<file path="src/rtl/wb_pkg.sv">
`default_nettype none
// ============================================================================
// Module : wb_pkg
// Brief  : Shared widths, register-index constants and types for writeback.
// Rev    : 1.0  initial release
// ============================================================================
package wb_pkg;
    localparam int DW = 32;
    localparam int AW = 4;
    localparam logic [3:0] REG_PC = 4'd15;

    typedef logic [AW-1:0] reg_idx_t;
    typedef logic [DW-1:0] word_t;
endpackage
`default_nettype wire

</file>
<file path="src/rtl/rf15x32.sv">
`default_nettype none
// ============================================================================
// Module : rf15x32
// Brief  : R0-R14 storage, one write port, two raw read ports (index 15 reads 0).
// Rev    : 1.0  initial release
// ============================================================================
module rf15x32 #(
    parameter int DW = 32,
    parameter int AW = 4
) (
    input  logic          clk,
    input  logic          rst,
    input  logic          i_we,
    input  logic [AW-1:0] i_waddr,
    input  logic [DW-1:0] i_wdata,
    input  logic [AW-1:0] i_ra1,
    input  logic [AW-1:0] i_ra2,
    output logic [DW-1:0] o_rd1,
    output logic [DW-1:0] o_rd2
);
    localparam int NREG = 15;

    logic [DW-1:0] r_mem [NREG];

    generate
        for (genvar i = 0; i < NREG; i++) begin : g_reg
            always_ff @(posedge clk or posedge rst) begin
                if (rst) begin
                    r_mem[i] <= '0;
                end else if (i_we && (i_waddr == AW'(i))) begin
                    r_mem[i] <= i_wdata;
                end
            end
        end
    endgenerate

    // Decoded read; an address with no backing storage falls through to zero.
    always_comb begin
        o_rd1 = '0;
        o_rd2 = '0;
        for (int i = 0; i < NREG; i++) begin
            if (i_ra1 == AW'(i)) o_rd1 = r_mem[i];
            if (i_ra2 == AW'(i)) o_rd2 = r_mem[i];
        end
    end
endmodule
`default_nettype wire

</file>
<file path="src/rtl/wb_stage.sv">
`default_nettype none
// ============================================================================
// Module : wb_stage
// Brief  : Writeback result select, register commit, R15 redirect, retire count.
// Rev    : 1.0  initial release
// ============================================================================
module wb_stage
    import wb_pkg::*;
#(
    parameter int DW = wb_pkg::DW,
    parameter int AW = wb_pkg::AW
) (
    input  logic          clk,
    input  logic          rst,
    input  logic          pcload_W,
    input  logic          regw_W,
    input  logic          regmem_W,
    input  logic [AW-1:0] regScr_W,
    input  logic [DW-1:0] ALUrslt_W,
    input  logic [DW-1:0] rddata_W,
    input  logic [DW-1:0] pc8_D,
    input  logic [AW-1:0] ra1_D,
    input  logic [AW-1:0] ra2_D,
    output logic [DW-1:0] rd1_D,
    output logic [DW-1:0] rd2_D,
    output logic [DW-1:0] result_W,
    output logic          pc_redirect,
    output logic [DW-1:0] pc_target,
    output logic [31:0]   retired
);
    localparam logic [AW-1:0] c_PC_IDX = AW'(REG_PC);

    logic          w_rf_we;
    logic [DW-1:0] w_raw1;
    logic [DW-1:0] w_raw2;
    logic          r_redirect;
    logic [DW-1:0] r_target;
    logic [31:0]   r_retired;

    assign result_W = regmem_W ? rddata_W : ALUrslt_W;
    assign w_rf_we  = regw_W && (regScr_W != c_PC_IDX);

    rf15x32 #(
        .DW (DW),
        .AW (AW)
    ) u_rf (
        .clk     (clk),
        .rst     (rst),
        .i_we    (w_rf_we),
        .i_waddr (regScr_W),
        .i_wdata (result_W),
        .i_ra1   (ra1_D),
        .i_ra2   (ra2_D),
        .o_rd1   (w_raw1),
        .o_rd2   (w_raw2)
    );

    // R15 reads PC+8; otherwise the in-flight write wins over storage.
    always_comb begin
        rd1_D = w_raw1;
        rd2_D = w_raw2;
        if (ra1_D == c_PC_IDX) begin
            rd1_D = pc8_D;
        end else if (regw_W && (regScr_W == ra1_D)) begin
            rd1_D = result_W;
        end
        if (ra2_D == c_PC_IDX) begin
            rd2_D = pc8_D;
        end else if (regw_W && (regScr_W == ra2_D)) begin
            rd2_D = result_W;
        end
    end

    always_ff @(posedge clk or posedge rst) begin
        if (rst) begin
            r_redirect <= 1'b0;
            r_target   <= '0;
            r_retired  <= '0;
        end else begin
            r_redirect <= pcload_W;
            if (pcload_W) begin
                r_target <= result_W;
            end
            if (regw_W || pcload_W) begin
                r_retired <= r_retired + 32'd1;
            end
        end
    end

    assign pc_redirect = r_redirect;
    assign pc_target   = r_target;
    assign retired     = r_retired;
endmodule
`default_nettype wire

</file>
<file path="config.mk">
export PLATFORM = sky130hd
export DESIGN_NAME = wb_stage
export DESIGN_NICKNAME = d
export VERILOG_FILES = /design/src/rtl/wb_pkg.sv /design/src/rtl/rf15x32.sv /design/src/rtl/wb_stage.sv
export SDC_FILE = /design/constraint.sdc
export NUM_CORES = 2
export LEC_CHECK = 0
export ABC_AREA = 1
export BUFFER_PORTS_ARGS = -buffer_cell sky130_fd_sc_hd__buf_2
export CAP_MARGIN = 15
export CORE_MARGIN = 5
export CORE_UTILIZATION = 42
export CTS_CLUSTER_DIAMETER = 30
export DETAILED_ROUTE_END_ITERATION = 6
export PLACE_DENSITY = 0.62
export SLEW_MARGIN = 0
export SYNTH_ARGS = -nofsm -noshare
export SYNTH_HDL_FRONTEND = slang
export SYNTH_SLANG_ARGS = --single-unit
</file>
<file path="constraint.sdc">
create_clock -name clk -period 34.4 [get_ports clk]
set_input_delay 3.44 -clock clk [delete_from_list [all_inputs] [get_ports clk]]
set_output_delay 3.44 -clock clk [all_outputs]
set_load 0.01 [all_outputs]
</file>
# == Word level (Yosys, flattened, before mapping) ==
# Cells that the tools add are included.
# classes
add_sub_neg,1
mux,35
n_eq_ne,47
n_reduce_logical,22
# ops
operator,n
$mux 32,35
$eq 4x4->1 const B,23
$eq 4x3->1 const B,12
$add 32x1->32 const B,1
$eq 4x2->1 const B,6
$logic_and 1x1->1,18
$eq 4x1->1 const B,3
$logic_not 4->1,3
$eq 4x4->1,2
$ne 4x4->1 const B,1
$logic_or 1x1->1,1
# totals
register_bits,545

# == Logic depth before layout (Yosys ltp) ==
# logic_depth
word_depth,18
ltp_mapped,16

# == Hierarchy ==
# Synthesis repeated with hierarchy kept, for this count alone.
# unflattened
hier_cells,4337
area_unflattened_um2,30055.1
# modules_own_cells
module,instances,seq_area_each_um2,area_each_um2,cells_per_inst
rf15x32,1,12011.5,24536.0,3410
wb_stage,1,1626.6,5519.0,927

# == Least setup slack after synthesis ==
# OpenSTA, ideal clock, no wires.
# synth_timing
kind,input to output
from,input port regScr_W[3]
to,output port rd2_D[10]
path_slack_ps,26169
path_stages,8
arrival_time_ps,4791
path_cell_list,clkbuf_1 -> o21ai_0 -> nor4_1 -> nand3_1 -> inv_2 -> buf_2 -> a21oi_1 -> a21oi_1
# synth_between
elab_chain_cells,4
# synth_rtl
element,line_no,text
start: declaration,wb_stage.sv:18,"input logic [AW-1:0] regScr_W,"
$eq 4x4->1,wb_stage.sv:69,end else if (regw_W && (regScr_W == ra2_D)) begin
$logic_and 1x1->1,wb_stage.sv:69,
$mux 32,wb_stage.sv:69,
$mux 32,wb_stage.sv:67,if (ra2_D == c_PC_IDX) begin
end: declaration,wb_stage.sv:25,"output logic [DW-1:0] rd2_D,"
# Every way passes these cells.

# == Worst setup path after layout ==
# layout_timing
from,input port ra1_D[0]
to,output port rd1_D[18]
# layout_between
elab_chain_cells,18
word_cells_on_any_way,35
# layout_rtl
element,line_no,text
start: declaration,wb_stage.sv:22,"input logic [AW-1:0] ra1_D,"
$logic_not 4->1,rf15x32.sv:42,if (i_ra1 == AW'(i)) o_rd1 = r_mem[i];
$mux 32 (15 in a row),rf15x32.sv:42,
$mux 32,wb_stage.sv:64,end else if (regw_W && (regScr_W == ra1_D)) begin
$mux 32 (*),wb_stage.sv:62,if (ra1_D == c_PC_IDX) begin
end: declaration,wb_stage.sv:24,"output logic [DW-1:0] rd1_D,"
# Every way passes the cells marked *; elsewhere a longest branch is shown, timed or not.

==> results.yml <==
outcome:
  status: "completed"
global_route:
  antenna_found_initial: 4
  met1_usage_pct: 43.1
  grt-busiest-layer: "met1"
  grt_first_pass_wirelength_mm: 169
  grt_util_all_layers_pct: 29.3
  grt_max_degree: 159
  met2_usage_pct: 42.4
  overflow: 0
  gr-usage-met3_pct: 7.94
  grt_pass1_vias: 27400
cells_and_area:
  drive_gt1_share_pct: 14.2
  fin_cells: 5459
  fin_area_um2: 36400
  multi_input_area_um2: 13100
  final_net_count: 4531
  seq_area_um2: 13600
  syn_to_final_growth_pct: 24.3
  fill_cells: 6704
clock_tree:
  cts_buffer_depth: 3
  postCtsResizedCells: 0
  postCtsHoldBufs: 0
  cts_tree: "done"
  clk_pin_slew_worst_paths_ns: 0.05
  root_buffer: "clkbuf_16"
  clk_latency_ns: 0.71
  post_cts_buffers: 0
  htreeDepth: 4
  numCtsBuffers: 137
  clock_sinks: 545
synthesis:
  synth_area_um2: 29300
  synthDistinctLibCells: 36
  async_flop_share_pct: 100
  synth-seq-cells: 545
  yosys_warnings: 0
  synth_top_area_share_pct: 46.6
  synthTopCellsByCount: "nand2_1, o21ai_0, dfrtp_1"
  synth_area_leaders: "dfrtp_1, nand2_1, o21ai_0, inv_1, nor2_1"
  syn-num-nets: 4284
  syn_area_per_cell_um2: 7.02
  synth_edf_count: 0
  synth_ff_type: "dfrtp_1"
  syn_inst: 4170
  yosysTopAreaCell: "dfrtp_1"
  seq_area_frac_synth_pct: 46.6
  synth.most_common_cell: "nand2_1"
timing:
  setup_tns_ns: 0
  maxSlewViolCount: 0
  fin_crit_sh_pct: 29.1
  fmax_mhz: 99.8
  rsz0062_at_grt: "no"
  skew_ns: 0.0137
  finalHoldViolations: 0
  post-route-min-period_ns: 10.02
  setup_viol: 0
  tightestPinTransition_ns: 1.19
  relSlewSlack_pct: 20.5
worst_hold_path:
  holdCritStartpoint: "retired[31]$_DFFE_PP0P_"
  min_path_type: "flip-flop to flip-flop"
  holdPathStages: 1
  hold_path_end: "retired[31]$_DFFE_PP0P_"
placed_design:
  gp_congestion: 0.941
  dp_cells: 5208
  place_hpwl_mm: 71.0
  place_area_um2: 31600
  portBuffers: 273
pwr:
  p_switching_uw: 779
  power_frac_clock_pct: 50.8
  p_leak_uw: 0.0171
  power_uw: 2580
  power_frac_comb_pct: 15.2
  p_per_area_nw_per_um2: 70.8
  swShare_pct: 30.2
  ir_drop_uv: 39.1
  power.internal_uw: 1800
  power_frac_seq_pct: 34.0
critical_path:
  cp_slowest_stage_delay_ns: 0.82
  ff2ff_path_depth: 10
  cp_num_buf_inv: 3
  critPathKind: "primary input to primary output"
  critPathSlowestCell: "inv_1"
  critPathLaunchType: "primary input"
  timing.rr.start: "retired[0]$_DFFE_PP0P_"
  worstSetupEndpointType: "primary output"
  crit_arrival_ns: 6.58
  cpMostUsedCell: "nand2_1"
  reg2reg_to: "retired[30]$_DFFE_PP0P_"
  crit_family: "simple AND/OR/NAND/NOR gates"
  cp_max_fo: 22
  crit_path_start: "ra1_D[0]"
  crit_required_ns: 30.96
  path_cells: "buf_2 > nand2_1 > nor2_1 > inv_1 > nor2_1 > nor3_1 > nand4_1 > nand2_1 > nand4_1 > nor2_1 > nand4_1 > nand2_1 > nand2_1 > buf_2"
  regToRegSetupSlack_ns: 32.33
drt:
  drtIter0Drc: 3944
  post_drt_wl_per_cell_um: 20.5
  drc_errors: 0
  vias: 29400
  via_per_inst: 5.38
  first_pass_iters: 6
  ant_nets: 0
  drt-total-wl_mm: 112
floorplan:
  die_x_um: 274
  io_pins: 274
  coreArea_um2: 68800
  rows: 96
  initial_core_util_pct: 42.5
  dieArea_um2: 75000
  die_y_um: 274
run:
  cap_violations: 0
## worst register-to-register path, delay by kind of cell, from the launching register on
family,cells,cell delay [ns]
XOR/XNOR,1,0.17
adder cells (fa/ha/maj),1,0.20
AND/OR/NAND/NOR,8,1.23
flip-flops,1,0.39
## cells in the final DEF, fill, tap and decap left out, types with 15 or more instances in the layout
cell / netlist / routed
a21oi_1: 231 / 231
buf_2: 35 / 273
buf_4: 3 / 81
clkbuf_1: 200 / 23
clkbuf_16: 0 / 138
clkbuf_8: 0 / 22
clkinv_2: 1 / 23
dfrtp_1: 545 / 545
inv_1: 428 / 425
nand2_1: 1357 / 1356
nand3_1: 79 / 79
nand4_1: 157 / 157
nor2_1: 402 / 379
nor2_2: 7 / 15
nor2_4: 4 / 19
nor3_1: 42 / 42
o21ai_0: 571 / 550
o21ai_1: 10 / 31
xor2_1: 25 / 25
## power by group through the flow
stage          logic (uW)  clock network (uW)  registers, uW
3_3_place_gp          376                   0            878
5_1_grt               439                1360            892
6_report              391                1310            877
3_5_place_dp          383                   0            880
2_1_floorplan         242                   0            865
4_1_cts               386                1320            874
## area by class of cell
class / instances / area share (%)
Clock buffer: 183 / 10.6
Antenna cell: 2 / 0.0138
Clock inverter: 65 / 2.58
Timing Repair Buffer: 355 / 5.48
Inverter: 452 / 4.69
Multi-Input combinational cell: 2926 / 36.0
Sequential cell: 545 / 37.5
Tap cell: 931 / 3.20
## flip-flops by register name, indices dropped and copies added (netlist names)
| signal | count |
|---|---|
| u_rf.r_mem | 480 |
| retired | 32 |
| pc_redirect | 1 |
| pc_target | 32 |
## worst max-delay path by stage
stage / cells past startpoint / slack, ns / end
after global placement: 14 / 24.63 / rd1_D[20]
after global routing: 14 / 24.07 / rd1_D[12]
final: 14 / 24.38 / rd1_D[18]
after CTS: 14 / 24.49 / rd1_D[18]
after floorplan: 1 / 15.72 / pc_redirect$_DFF_PP0_
after detailed placement: 14 / 24.52 / rd1_D[18]
## kinds of logic after synthesis
group / Yosys count / synth area share [%]
AOI/OAI and AO/OA: 828 / 14.3
and+or+nand+nor: 2064 / 28.9
adders and majority gates: 1 / 0.0428
buffers and inverters: 699 / 9.16
xor gates and xnor gates: 33 / 0.988
DFF: 545 / 46.6
## per-stage QoR
stage	hold slack [ns]	util, %	setup slack (ns)
final	0.464	52.8	24.38
after global routing	0.478	52.8	24.07
after CTS	0.468	52.8	24.49
after detailed placement	0.458	45.9	24.52
after global placement	0.460	45.9	24.63
after floorplan	0.475	-	15.72
## per-layer routing
layer | vias to the layer above | wire, um
li1 | 13800 | -
met2 | 1664 | 46900
met5 | - | 0
met3 | 210 | 12300
met1 | 13700 | 49800
met4 | 0 | 2990
Note: power is estimated with default switching activity, not from simulation.
